--- config.mk ---
export PLATFORM = sky130hd
export DESIGN_NAME = div_seq
export DESIGN_NICKNAME = d
export VERILOG_FILES = /design/src/rtl/div_seq.sv
export SDC_FILE = /design/constraint.sdc
export NUM_CORES = 1
export LEC_CHECK = 0
export CAP_MARGIN = 10
export CORE_ASPECT_RATIO = 1.25
export CORE_MARGIN = 2
export CORE_UTILIZATION = 60
export DETAILED_ROUTE_END_ITERATION = 8
export DONT_BUFFER_PORTS = 1
export HOLD_SLACK_MARGIN = 0.1
export PLACE_DENSITY_LB_ADDON = 0.08
export REMOVE_ABC_BUFFERS = 1
export SYNTH_ARGS = -nofsm -noshare
export SYNTH_HDL_FRONTEND = slang
export SYNTH_SLANG_ARGS = --single-unit
--- constraint.sdc ---
create_clock -name clk -period 4 [get_ports clk]
set_input_delay 0.4 -clock clk [delete_from_list [all_inputs] [get_ports clk]]
set_output_delay 0.4 -clock clk [all_outputs]
set_load 0.01 [all_outputs]
--- src/rtl/div_seq.sv ---
// rtl/div_seq.sv - multi-cycle radix-2 shift-subtract DIV/DIVU sequencer
module div_seq #(
    parameter int WIDTH = 32
) (
    input  logic               clk,
    input  logic               rst,
    input  logic               signed_div_i,
    input  logic [WIDTH-1:0]   opdata1_i,
    input  logic [WIDTH-1:0]   opdata2_i,
    input  logic               start_i,
    input  logic               annul_i,
    output logic [2*WIDTH-1:0] result_o,
    output logic               ready_o,
    output logic               stallreq_o
);

    localparam int CW = $clog2(WIDTH) + 1;
    localparam logic [CW-1:0] CNT_LAST = CW'(WIDTH);

    typedef enum logic [1:0] {
        S_IDLE   = 2'd0,
        S_BYZERO = 2'd1,
        S_ON     = 2'd2,
        S_END    = 2'd3
    } state_t;

    state_t           state, state_nx;
    logic [CW-1:0]    cnt;
    logic [WIDTH-1:0] dvd;
    logic [WIDTH-1:0] dvs;
    logic [WIDTH-1:0] rem;
    logic             neg_quot;
    logic             neg_rem;

    logic [WIDTH-1:0] a_abs;
    logic [WIDTH-1:0] b_abs;
    logic [WIDTH:0]   shifted;
    logic             ge;
    logic [WIDTH-1:0] rem_nx;
    logic [WIDTH-1:0] quot_fix;
    logic [WIDTH-1:0] rem_fix;

    // Magnitudes are only taken for signed operands with the sign bit set
    assign a_abs = (signed_div_i && opdata1_i[WIDTH-1]) ? (~opdata1_i + 1'b1) : opdata1_i;
    assign b_abs = (signed_div_i && opdata2_i[WIDTH-1]) ? (~opdata2_i + 1'b1) : opdata2_i;

    // The dividend register doubles as the quotient register as bits shift out
    assign shifted = {rem, dvd[WIDTH-1]};
    assign ge      = shifted >= {1'b0, dvs};
    assign rem_nx  = ge ? (shifted[WIDTH-1:0] - dvs) : shifted[WIDTH-1:0];

    assign quot_fix = neg_quot ? (~dvd + 1'b1) : dvd;
    assign rem_fix  = neg_rem  ? (~rem + 1'b1) : rem;

    assign ready_o    = (state == S_END);
    assign stallreq_o = start_i & ~ready_o & ~annul_i;

    always_comb begin
        state_nx = state;
        case (state)
            S_IDLE: begin
                if (start_i && !annul_i)
                    state_nx = (opdata2_i == '0) ? S_BYZERO : S_ON;
            end
            S_BYZERO: state_nx = annul_i ? S_IDLE : S_END;
            S_ON: begin
                if (annul_i)
                    state_nx = S_IDLE;
                else if (cnt == CNT_LAST)
                    state_nx = S_END;
            end
            S_END: begin
                if (annul_i || !start_i)
                    state_nx = S_IDLE;
            end
            default: state_nx = S_IDLE;
        endcase
    end

    always_ff @(posedge clk or negedge rst) begin
        if (!rst)
            state <= S_IDLE;
        else
            state <= state_nx;
    end

    always_ff @(posedge clk or negedge rst) begin
        if (!rst) begin
            cnt      <= '0;
            dvd      <= '0;
            dvs      <= '0;
            rem      <= '0;
            neg_quot <= 1'b0;
            neg_rem  <= 1'b0;
            result_o <= '0;
        end else begin
            case (state)
                S_IDLE: begin
                    if (start_i && !annul_i) begin
                        cnt      <= '0;
                        dvd      <= a_abs;
                        dvs      <= b_abs;
                        rem      <= '0;
                        neg_quot <= signed_div_i & (opdata1_i[WIDTH-1] ^ opdata2_i[WIDTH-1]);
                        neg_rem  <= signed_div_i & opdata1_i[WIDTH-1];
                    end
                end
                S_BYZERO: begin
                    if (!annul_i)
                        result_o <= '0;
                end
                S_ON: begin
                    if (!annul_i) begin
                        if (cnt == CNT_LAST) begin
                            result_o <= {rem_fix, quot_fix};
                        end else begin
                            rem <= rem_nx;
                            dvd <= {dvd[WIDTH-2:0], ge};
                            cnt <= cnt + 1'b1;
                        end
                    end
                end
                default: ;
            endcase
        end
    end

endmodule

# --- Yosys cells after proc, flatten, opt, wreduce, memory -nomap -nowiden ---
# Cells that the tools add are included.
totals:
  regBits: 170
  input_bits: 69
  output_inout_bits: 66
  wordCells: 79
classes:
  add_sub_neg: 6
  magnitude_cmp: 1
  n_eq_ne: 11
  muxes: 28
  n_bitwise: 11
  n_reduce_logical: 14
ops:
  columns: ["op", "count"]
  rows:
  - ["$mux W32", 11]
  - ["$mux W64", 3]
  - ["$add A32 B1 Y32 const B", 4]
  - ["$not A32 Y32", 4]
  - ["$pmux W32 S2", 2]
  - ["$pmux W64 S2", 1]
  - ["$ge A33 B32 Y1", 1]
  - ["$logic_not A32 Y1", 1]
  - ["$sub A32 B32 Y32", 1]
  - ["$mux W6", 3]
  - ["$mux W2", 6]
  - ["$pmux W6 S2", 1]
  - ["$ne A2 B2 Y1 const B", 5]
  - ["$pmux W2 S4", 1]
  - ["$reduce_and A4 Y1", 2]
  - ["$add A6 B1 Y6 const B", 1]
  - ["$eq A6 B6 Y1 const B", 1]
  - ["$and A1 B1 Y1", 4]
  - ["$eq A2 B2 Y1 const B", 2]
  - ["$reduce_bool A2 Y1", 2]
  - ["$logic_and A1 B1 Y1", 3]
  - ["$ne A3 B3 Y1 const B", 1]
  - ["$reduce_and A3 Y1", 1]
  - ["$eq A2 B1 Y1 const B", 1]
  - ["7 further kinds", 9]

# --- Depth between registers and ports, before layout ---
# Gate-level depths: netlist (run 1).
logic_depth:
  ltp_word: 6
  depth_mapped: 13
  ltp_nobuf: 13

# --- Least setup slack after synthesis (run 1) ---
# No wires, ideal clock.
synth_timing:
  kind: "reg-to-reg"
  from: "register rem[5]"
  to: "register rem[26]"
  setup_ns: 0.133
  t_arrival_ns: 2.879
  t_required_ns: 3.867
  setup_slack_ns: 0.988
  stages_incl_launch_ff: 12
  n_path_buf: 1
  synth_period_minus_slack_ns: 3.012
  path_cell_list: "dfrtp_1 ha_1 a21oi_1 o21ai_0 a221o_1 o21ba_2 o211ai_1 a31oi_1 o32ai_1 clkbuf_1 mux2i_1 o21ai_0"
synth_between:
  elab_chain_len: 5
  word_cells_on_any_way: 6
  cone_classes: "1 x add/sub; 1 x order compare; 4 x mux"
synth_rtl:
  columns: ["element", "line_no", "source"]
  rows:
  - ["from (decl)", "31", "logic [WIDTH-1:0] rem;"]
  - ["from (signal assigned)", "117", "rem <= rem_nx;"]
  - ["$sub A32 B32 Y32 / $ge A33 B32 Y1 (equally long branches)", "50, 49", null]
  - ["$mux W32 *", "50", "assign rem_nx = ge ? (shifted[WIDTH-1:0] - dvs) : shifted[WIDTH-1:0];"]
  - ["$mux W32 *", "114", "if (cnt == CNT_LAST) begin"]
  - ["$mux W32 *", "113", "if (!annul_i) begin"]
  - ["$pmux W32 S2 *", "97", "case (state)"]
# Every way passes the cells marked *; elsewhere a longest branch is shown, timed or not. The select of a mux whose other input is x is not followed.
# A chain may end at the register's enable or synchronous reset.

# --- Worst setup path after layout (run 1) ---
layout_timing:
  from: "register rem[5]"
  to: "register rem[9]"
# The elaborated chain is that of the path after synthesis.

==> results of run 1 <==
stage by stage:
stage	hold WS [ps]	utilization, %
2_1_floorplan	104	-
3_3_place_gp	109	62.2
3_5_place_dp	109	62.2
4_1_cts	-362	65.6
5_1_grt	-367	65.6
6_report	-356	65.6
where the power goes:
part           internal, uW  switching, uW  leakage (uW)
logic                  2120           2800       0.00274
registers              2200            656       0.00224
clock network           935            730      0.000288
total                  5260           4180       0.00526
Yosys cell counts (all sizes together) (5+ instances only):
| library cell | instances |
|---|---|
| nor2b | 8 |
| o211ai | 5 |
| a21o | 13 |
| o21bai | 6 |
| nand3 | 27 |
| or4 | 14 |
| nand2 | 212 |
| inv | 59 |
| a21oi | 81 |
| nor2 | 67 |
| xor2 | 96 |
| o21a | 7 |
| o31ai | 25 |
| xnor2 | 54 |
| a31oi | 7 |
| o21ai | 219 |
| nor4 | 14 |
| clkbuf | 53 |
| mux2i | 28 |
| a32oi | 6 |
| or2 | 7 |
| and3 | 6 |
| buf | 11 |
| dfrtp | 170 |
| nand4 | 9 |
| and2 | 5 |
| ha | 42 |
| nor3 | 15 |
| or3 | 17 |
| o41ai | 15 |
| nand2b | 6 |
final timing paths:
kind,to,start,cells after the start,slack (ps)
setup / recovery,rem[9],rem[5],11,460
hold / removal,result_o[24],rst,0,-360
setup reg to reg,rem[9],rem[5],11,460
hold reg to reg,dvs[25],dvs[25],2,480
max in group asynchronous,dvs[4],rst,0,4110
min in group clk,dvs[20],opdata2_i[20],2,150
cell usage in the layout, fill, tap and decap left out, types with 8 or more instances in the layout:
master / synthesis / final
sky130_fd_sc_hd__a21o_1: 13 / 13
sky130_fd_sc_hd__a21oi_1: 81 / 81
sky130_fd_sc_hd__buf_4: 1 / 10
sky130_fd_sc_hd__clkbuf_16: 0 / 17
sky130_fd_sc_hd__dfrtp_1: 170 / 170
sky130_fd_sc_hd__ha_1: 42 / 41
sky130_fd_sc_hd__inv_1: 59 / 59
sky130_fd_sc_hd__mux2i_1: 28 / 28
sky130_fd_sc_hd__nand2_1: 212 / 212
sky130_fd_sc_hd__nand3_1: 27 / 27
sky130_fd_sc_hd__nand4_1: 9 / 9
sky130_fd_sc_hd__nor2_1: 67 / 66
sky130_fd_sc_hd__nor2b_1: 8 / 8
sky130_fd_sc_hd__nor3_1: 15 / 15
sky130_fd_sc_hd__nor4_1: 13 / 13
sky130_fd_sc_hd__o21ai_0: 204 / 204
sky130_fd_sc_hd__o21ai_1: 15 / 15
sky130_fd_sc_hd__o31ai_1: 24 / 24
sky130_fd_sc_hd__o41ai_1: 14 / 14
sky130_fd_sc_hd__or3_1: 12 / 12
sky130_fd_sc_hd__or4_1: 12 / 12
sky130_fd_sc_hd__xnor2_1: 54 / 54
sky130_fd_sc_hd__xor2_1: 96 / 96
final cells by class:
class	instances	area [sq um]	share of cell area (%)
clock buffers	18	429	3.60
well taps	228	285	2.40
repair buffers	14	135	1.13
flip-flops and latches	170	4250	35.7
clock inverters	14	163	1.37
inverters	59	221	1.86
multi-input cells	1038	6420	53.9
metal layers:
| metal | up-vias | global-route usage (%) |
|---|---|---|
| met4 | 0 | 10.4 |
| met3 | 31 | 4.65 |
| met5 | - | 0 |
| li1 | 4602 | - |
| met1 | 4259 | 34.4 |
| met2 | 278 | 48.5 |
registers in the layout (all words and copies together) (netlist names):
| register | count |
|---|---|
| cnt | 6 |
| dvd | 32 |
| dvs | 32 |
| neg_quot | 1 |
| neg_rem | 1 |
| rem | 32 |
| result_o | 64 |
| state | 2 |
kinds of logic after synthesis:
kind of cell    after synthesis
compound gates              402
xor+xnor                    150
fa+ha+maj                    43
buf+inv                     123
flops                       170
mux                          31
simple gates                412
==> flow_summary_export.csv, run 1 <==
group,metric,value,unit
grt,track_usage,27.7,%
place,dp_slack,568,ps
sta,holdWs,-356,ps
final_layout,final_std_cells_w_o_fill,1541,
sta,worst_pin_slew,1010,ps
sta,finalWorstPathRequiredPeriod,3540,ps
setup_path,crit_path_end_kind,"register",
route,drt_pass1_iterations,5,
place,dpl.hpwl,19400,um
yosys,postSynthAreaPerCell,8.36,sq um
setup_path,cp.required,4290,ps
final_layout,area_growth,6.98,%
route,wl_met1,11300,um
sta,fin_skew,12.0,ps
grt,grt_start_max_net_pins,171,
yosys,synth-edff-count,0,
yosys,ys_dominant_reg_cell,"sky130_fd_sc_hd__dfrtp_1",
yosys,combinational_family_with_the_most_area_after_synthesis,"compound AO/OA/AOI/OAI gates",
grt,number_of_antenna_violations_at_the_first_check_in_global_routing,0,
place,place.port_buffers,0,
clock_tree,clkSinkCount,170,
yosys,yosys.area.top_type_share,38.2,%
setup_path,worst_path_max_delay_cell,"sky130_fd_sc_hd__o32ai_4",
pwr,total_leakage_power,0.00526,uW
place,place.gp.congestion,0.894,
clock_tree,cts-root-to-sink-buffers,2,
route,via_per_inst,5.95,
yosys,synth_compound_gate_area_share,21.0,%
yosys,post_synth_xor_area_fraction,11.8,%
route,wire_per_inst,17.3,um
final_layout,fillCellCount,1555,
sta,number_of_endpoints_failing_setup_at_the_final_stage,0,
yosys,synth.area.top_cells,"sky130_fd_sc_hd__dfrtp_1 (38%), sky130_fd_sc_hd__o21ai_0 (9.2%), sky130_fd_sc_hd__xor2_1 (7.6%)",
setup_path,worst_path_most_repeated_cell,"sky130_fd_sc_hd__o21ai_0",
clock_tree,cts_inserted_buffers,17,
floorplanning,top_level_ports,135,
clock_tree,register_clock_pin_slew_on_the_reported_worst_setup_and_hold_paths,70,ps
yosys,synth-adder-area-share,4.90,%
floorplanning,chipWidth,126,um
route,met2_length,13400,um
sta,period_share,88.4,%
place,dpl-instance-area,0.0113,sq mm
setup_path,critical_path.max_fanout,19,
run_status,violations,"hold timing",
pwr,p_total,9440,uW
floorplanning,num_rows,55,
final_layout,finish.net_count,1412,
grt,global_route_wire_length_before_repair,44100,um
yosys,synth.yosys.seq_area_share,38.2,%
yosys,synth.area.mux_share,2.82,%
route,route.met3.wl,1340,um
setup_path,critical_path_class,"register to register",
setup_path,crit_path_max_delay_family,"compound AO/OA/AOI/OAI gates",
final_layout,finish.instance_area,0.0119,sq mm
grt,first_global_vias,9031,
route,detail_route.drc_violations,0,
route,route.top_layer_used,"met4",
sta,finalMaxSlewViolations,0,
sta,max_freq,283,MHz
run_status,outcome,"complete, but fails checks",
floorplanning,core_area,0.0182,sq mm
yosys,synth.yosys.warnings,0,
setup_path,max_stage_delay,550,ps
final_layout,drive_above_1_share,5.03,%
setup_path,crit_path_cell_trace,"ha_1, a21oi_1, o21ai_0, a221o_1, o21ba_2, o211ai_1, a31oi_1, o32ai_4, buf_12, mux2i_1, o21ai_0",
clock_tree,htreeDepth,4,
clock_tree,cts_hold_fix_bufs,2,
clock_tree,tritoncts,"built",
route,dr.first_iter.drc_count,755,
setup_path,worst_ep_arrival,3830,ps
pwr,vdd_drop_max,0.000388,V
flow_run,timing.max_cap.violations,0,
clock_tree,clk_latency,440,ps
route,wirelength_routed,26600,um
floorplanning,initial_core_utilization,61.3,%
sta,unrepaired_setup_endpoints_after_global_routing,"false",
hold_path,min-delay-path-class,"primary input to asynchronous set/reset pin",
yosys,async_flop_share,100,%
sta,slew_headroom,32.5,%
setup_path,start_kind,"register",
yosys,syn_inst,1331,
grt,overflow_after_grt,0,
yosys,netlist_area,0.0111,sq mm
yosys,synth_top_area_cell,"sky130_fd_sc_hd__dfrtp_1",
route,ant_nets_after_route,0,
yosys,yosys_register_bits,170,
sta,timing.final.ws_setup,463,ps
clock_tree,count_of_buffers_added_by_post_cts_timing_repair_for_setup,0,
sta,setup_tns,0,ps
yosys,synth_simple_gate_area_share,16.9,%
floorplanning,die_area,0.0197,sq mm
final_layout,diodes,0,
floorplanning,die_height,156,um
sta,finalHoldViolations,170,
route,vias,9170,
setup_path,worstPathBufferInverterCount,1,
pwr,power.density_cell_area,792,mW/mm^2
clock_tree,cts-root-buf,"sky130_fd_sc_hd__clkbuf_16",
place,dp_cells,1507,
clock_tree,post_cts.resized_instances,0,
yosys,synth_cell_type_count,62,
Power figures use the tool's default switching activity.
==> run 2: changes to the inputs <==
--- a/config.mk
+++ b/config.mk
@@ -8,12 +8,13 @@
 export CAP_MARGIN = 10
 export CORE_ASPECT_RATIO = 1.25
 export CORE_MARGIN = 2
-export CORE_UTILIZATION = 60
+export CORE_UTILIZATION = 45
 export DETAILED_ROUTE_END_ITERATION = 8
 export DONT_BUFFER_PORTS = 1
 export HOLD_SLACK_MARGIN = 0.1
 export PLACE_DENSITY_LB_ADDON = 0.08
 export REMOVE_ABC_BUFFERS = 1
+export SKIP_CTS_REPAIR_TIMING = 1
 export SYNTH_ARGS = -nofsm -noshare
 export SYNTH_HDL_FRONTEND = slang
 export SYNTH_SLANG_ARGS = --single-unit
==> flow_summary_export.csv, run 2 (same netlist as run 1, synthesis figures left out) <==
group,metric,value,unit
place,dpl.hpwl,21200,um
route,route.top_layer_used,"met4",
floorplanning,die_height,180,um
final_layout,multiInputGateArea,0.00642,sq mm
pwr,swShare,42.8,%
final_layout,final_std_cells_w_o_fill,1648,
sta,finalMaxSlewViolations,0,
route,ant_nets_after_route,0,
floorplanning,top_level_ports,135,
route,detail_route.drc_violations,0,
setup_path,worst_ep_arrival,3660,ps
clock_tree,htreeDepth,4,
sta,holdWs,-341,ps
pwr,total_leakage_power,0.00532,uW
place,dp_cells,1616,
setup_path,r2r_end,"result_o[31]",
setup_path,start_kind,"register",
floorplanning,die_area,0.0260,sq mm
setup_path,critical_path.reg2reg.startpoint,"dvd[7]",
pwr,pwr-share-comb,51.5,%
final_layout,largest_register_ffs,64,
sta,period_share,84.4,%
pwr,vdd_drop_max,0.000365,V
final_layout,layout.cells.most_common,"sky130_fd_sc_hd__nand2_1",
clock_tree,cts_inserted_buffers,17,
final_layout,diodes,0,
floorplanning,num_rows,64,
clock_tree,cts-root-buf,"sky130_fd_sc_hd__clkbuf_16",
route,drt_pass1_iterations,5,
setup_path,cp.required,4290,ps
place,place.gp.congestion,0.853,
pwr,p_int,5520,uW
grt,overflow_after_grt,0,
route,via_per_inst,5.52,
final_layout,layout_common_cells,"sky130_fd_sc_hd__nand2_1 (212), sky130_fd_sc_hd__o21ai_0 (204), sky130_fd_sc_hd__dfrtp_1 (170), sky130_fd_sc_hd__xor2_1 (96), sky130_fd_sc_hd__a21oi_1 (81)",
run_status,violations,"hold timing",
final_layout,fillCellCount,2424,
grt,number_of_antenna_violations_at_the_first_check_in_global_routing,0,
final_layout,final_util,49.7,%
final_layout,finish.net_count,1417,
final_layout,register_area,0.00425,sq mm
clock_tree,clkSinkCount,170,
floorplanning,core_area,0.0244,sq mm
sta,number_of_endpoints_failing_setup_at_the_final_stage,0,
grt,first_global_vias,9040,
setup_path,critical_path_class,"register to register",
grt,global_route_wire_length_before_repair,46100,um
route,dr.first_iter.drc_count,402,
floorplanning,initial_core_utilization,45.6,%
pwr,power.density_cell_area,796,mW/mm^2
pwr,clock_power_share,19.5,%
clock_tree,register_clock_pin_slew_on_the_reported_worst_setup_and_hold_paths,70,ps
sta,max_freq,296,MHz
pwr,seq_power_share,29.0,%
sta,setup_tns,0,ps
sta,finalHoldViolations,170,
final_layout,largest-register,"result_o",
sta,worst_pin_slew,1010,ps
pwr,power.switching,4140,uW
sta,slew_headroom,32.5,%
route,vias,9095,
route,wl_met1,12100,um
route,wirelength_routed,28300,um
setup_path,reg2reg_slack,630,ps
grt,track_usage,22.4,%
floorplanning,chipWidth,145,um
setup_path,r2r_cells,9,
sta,fin_skew,6.52,ps
hold_path,min-delay-path-class,"primary input to asynchronous set/reset pin",
place,place.port_buffers,0,
clock_tree,cts-root-to-sink-buffers,2,
route,wire_per_inst,17.2,um
sta,unrepaired_setup_endpoints_after_global_routing,"false",
final_layout,area_growth,9.03,%
final_layout,drive_above_1_share,5.54,%
route,met2_length,14000,um
sta,finalWorstPathRequiredPeriod,3370,ps
setup_path,crit_path_end_kind,"register",
flow_run,timing.max_cap.violations,0,
run_status,outcome,"complete, but fails checks",
grt,grt_start_max_net_pins,171,
setup_path,critical_path.max_fanout,6,
clock_tree,clk_latency,440,ps
clock_tree,tritoncts,"built",
route,route.met3.wl,1320,um
[run 2: cell types whose count changed in the layout (fill, tap and decap cells not counted), moves of 2 or more]
cell	previous run	this run
sky130_fd_sc_hd__buf_4	10	18
sky130_fd_sc_hd__clkbuf_8	0	4
sky130_fd_sc_hd__inv_6	4	0
sky130_fd_sc_hd__bufinv_16	2	5
sky130_fd_sc_hd__clkinv_4	5	2
sky130_fd_sc_hd__dlygate4sd3_1	2	0
[run 2: power groups by stage]
stage               registers, uW  clock network (uW)  logic (uW)
detailed placement           2830                   0        4990
global route                 2900                1990        5650
global placement             2810                   0        4960
finish                       2800                1880        4970
floorplan                    2690                   0        3890
CTS                          2800                1930        5010
[run 2: routing by layer]
metal	vias to the layer above	GRT usage (%)
li1	4608	-
met1	4241	27.6
met2	196	38.6
met3	50	4.13
met4	0	8.54
met5	-	0
[run 2: worst max-delay path by stage]
| stage | start | endpoint | slack [ps] | cells after the start |
|---|---|---|---|---|
| finish | dvd[7] | result_o[31] | 630 | 9 |
| global route | dvd[7] | result_o[31] | 440 | 9 |
| CTS | dvd[7] | result_o[31] | 610 | 9 |
| detailed placement | dvd[7] | result_o[31] | 630 | 9 |
| global placement | dvd[7] | result_o[31] | 670 | 9 |
| floorplan | rem[5] | dvd[0] | -710 | 10 |
[run 2: stage by stage]
| step | setup WS, ps | total power [uW] | instance area (sq um) |
|---|---|---|---|
| global placement | 673 | 7780 | 11500 |
| global route | 438 | 10500 | 12100 |
| CTS | 612 | 9740 | 12100 |
| detailed placement | 634 | 7820 | 11500 |
| finish | 625 | 9660 | 12100 |
| floorplan | -713 | 6580 | 10900 |
[run 2: worst max-delay path, cell delays in order (launching register included)]
cell and delay, ps:
sky130_fd_sc_hd__dfrtp_1 460, sky130_fd_sc_hd__or4_1 600, sky130_fd_sc_hd__nor2_1 190, sky130_fd_sc_hd__nand3_1 180, sky130_fd_sc_hd__or3_1 430, sky130_fd_sc_hd__or3_1 400, sky130_fd_sc_hd__o41ai_1 540, sky130_fd_sc_hd__nand2_1 180
sky130_fd_sc_hd__xnor2_1 180, sky130_fd_sc_hd__o21ai_1 70
[run 2: cell type report]
class,instances,area share (%)
multi-input combinational,1038,52.9
sequential,170,35.1
clock buffer,22,3.99
tap,330,3.40
inverter,59,1.82
clock inverter,10,1.55
timing repair buffer,19,1.28
==> run 3: changes to the inputs <==
==> constraint.sdc (replaced) <==
create_clock -name clk -period 3 [get_ports clk]
set_input_delay 0.3 -clock clk [delete_from_list [all_inputs] [get_ports clk]]
set_output_delay 0.3 -clock clk [all_outputs]
set_load 0.01 [all_outputs]
==> flow_summary_export.csv, run 3 (same netlist as run 1, synthesis figures left out) <==
group,metric,value,unit
grt,first_global_vias,9273,
pwr,p_int,8360,uW
final_layout,area_growth,19.9,%
clock_tree,cts_inserted_buffers,17,
hold_path,min-delay-path-class,"primary input to asynchronous set/reset pin",
route,drt_pass1_iterations,6,
pwr,swShare,41.9,%
floorplanning,core_area,0.0244,sq mm
setup_path,critical_path.reg2reg.startpoint,"rem[7]",
route,dr.first_iter.drc_count,363,
setup_path,r2r_cells,8,
grt,overflow_after_grt,0,
final_layout,layout_common_cells,"sky130_fd_sc_hd__nand2_1 (212), sky130_fd_sc_hd__o21ai_0 (172), sky130_fd_sc_hd__dfrtp_1 (169), sky130_fd_sc_hd__buf_4 (104), sky130_fd_sc_hd__xor2_1 (96)",
sta,holdWs,-447,ps
setup_path,worstPathBufferInverterCount,0,
pwr,vdd_drop_max,0.000468,V
sta,number_of_endpoints_failing_setup_at_the_final_stage,4,
floorplanning,num_rows,64,
run_status,outcome,"complete, but fails checks",
setup_path,r2r_end,"result_o[58]",
route,ant_nets_after_route,0,
clock_tree,cts-root-to-sink-buffers,2,
final_layout,largest_register_ffs,64,
setup_path,max_stage_delay,540,ps
sta,slew_headroom,53.7,%
final_layout,diodes,0,
grt,grt_start_max_net_pins,171,
clock_tree,tritoncts,"built",
place,dpl-instance-area,0.0121,sq mm
sta,period_share,103,%
route,wire_per_inst,16.7,um
grt,global_route_wire_length_before_repair,47000,um
sta,finalHoldViolations,170,
floorplanning,die_height,180,um
setup_path,critical_path.max_fanout,4,
sta,timing.final.ws_setup,-77.4,ps
setup_path,crit_path_cell_trace,"or4_4, or3_4, or3_4, or4_4, or3_4, o31ai_4, xor2_1, o21ai_1",
grt,track_usage,22.8,%
place,place.port_buffers,0,
run_status,violations,"hold timing, setup timing",
sta,finalMaxSlewViolations,0,
setup_path,critical_path_class,"register to register",
pwr,clock_power_share,16.0,%
pwr,pwr-share-comb,58.9,%
sta,unrepaired_setup_endpoints_after_global_routing,"true",
floorplanning,top_level_ports,135,
final_layout,finish.net_count,1534,
final_layout,multiInputGateArea,0.00670,sq mm
final_layout,register_area,0.00426,sq mm
grt,number_of_antenna_violations_at_the_first_check_in_global_routing,0,
final_layout,finish.instance_area,0.0133,sq mm
floorplanning,die_area,0.0260,sq mm
setup_path,crit_path_end_kind,"register",
setup_path,cp.required,3310,ps
route,via_per_inst,5.39,
final_layout,layout.cells.most_common,"sky130_fd_sc_hd__nand2_1",
setup_path,worst_ep_arrival,3380,ps
clock_tree,clk_latency,440,ps
floorplanning,chipWidth,145,um
clock_tree,clkSinkCount,170,
place,dpl.hpwl,21600,um
pwr,total_leakage_power,0.00590,uW
setup_path,crit_path_max_delay_family,"simple AND/OR/NAND/NOR gates",
final_layout,drive_above_1_share,13.9,%
setup_path,worst_path_max_delay_cell,"sky130_fd_sc_hd__or4_4",
final_layout,largest-register,"result_o",
clock_tree,htreeDepth,4,
sta,worst_pin_slew,694,ps
place,place.gp.congestion,0.861,
sta,max_freq,325,MHz
sta,finalWorstPathRequiredPeriod,3080,ps
floorplanning,initial_core_utilization,45.6,%
clock_tree,cts-root-buf,"sky130_fd_sc_hd__clkbuf_16",
flow_run,timing.max_cap.violations,0,
pwr,p_total,14400,uW
route,wirelength_routed,29500,um
sta,fin_skew,5.73,ps
final_layout,fillCellCount,2332,
pwr,seq_power_share,25.1,%
route,detail_route.drc_violations,0,
final_layout,final_std_cells_w_o_fill,1764,
setup_path,worst_path_most_repeated_cell,"sky130_fd_sc_hd__or3_4",
clock_tree,register_clock_pin_slew_on_the_reported_worst_setup_and_hold_paths,60,ps
pwr,power.density_cell_area,1080,mW/mm^2
place,dp_cells,1696,
route,vias,9511,
pwr,power.switching,6020,uW
setup_path,reg2reg_slack,-80,ps
setup_path,start_kind,"register",
-- run 3: metal layers --
metal,wire [um],vias to the layer above,GRT usage [%]
li1,-,4856,-
met4,722,0,7.38
met1,12800,4428,28.3
met5,0,-,0
met3,1180,42,4.29
met2,14800,185,39.6
-- run 3: how the worst max path moves through the flow --
stage / to / depth (start not counted) / start / slack, ps
2_1_floorplan: dvd[0] / 10 / rem[5] / -1710
3_3_place_gp: result_o[58] / 8 / rem[7] / -80
3_5_place_dp: result_o[58] / 8 / rem[7] / -120
4_1_cts: result_o[58] / 8 / rem[7] / -110
5_1_grt: result_o[58] / 8 / rem[7] / -170
6_report: result_o[58] / 8 / rem[7] / -80
-- run 3: layout make-up --
type                            count  area share, %
Multi-Input combinational cell   1038           50.2
Sequential cell                   170           31.9
Timing Repair Buffer              136           8.72
Clock buffer                       22           3.33
Tap cell                          330           3.09
Inverter                           59           1.66
Clock inverter                      9           1.11
-- run 3: per-stage QoR --
step | util (%) | setup TNS (ps) | setup WS, ps
CTS | 51.9 | -2140 | -114
global route | 54.6 | -3000 | -171
global placement | 49.5 | -455 | -80.6
finish | 54.6 | -146 | -77.4
floorplan | - | -93240 | -1710
detailed placement | 49.5 | -1760 | -117
-- run 3: worst reg2reg max path: cells and delay by family (launching register included) --
kind | cells | cell delay (ps)
AO/OA/AOI/OAI | 2 | 250
AND/OR/NAND/NOR | 5 | 2140
XOR/XNOR | 1 | 160
flip-flops | 1 | 400
-- run 3: power by group through the flow --
stage | sequential, uW | clock (uW) | combinational, uW
finish | 3610 | 2310 | 8470
global route | 3730 | 2460 | 9460
CTS | 3590 | 2350 | 7620
detailed placement | 3630 | 0 | 7590
global placement | 3600 | 0 | 7560
floorplan | 3750 | 0 | 5940
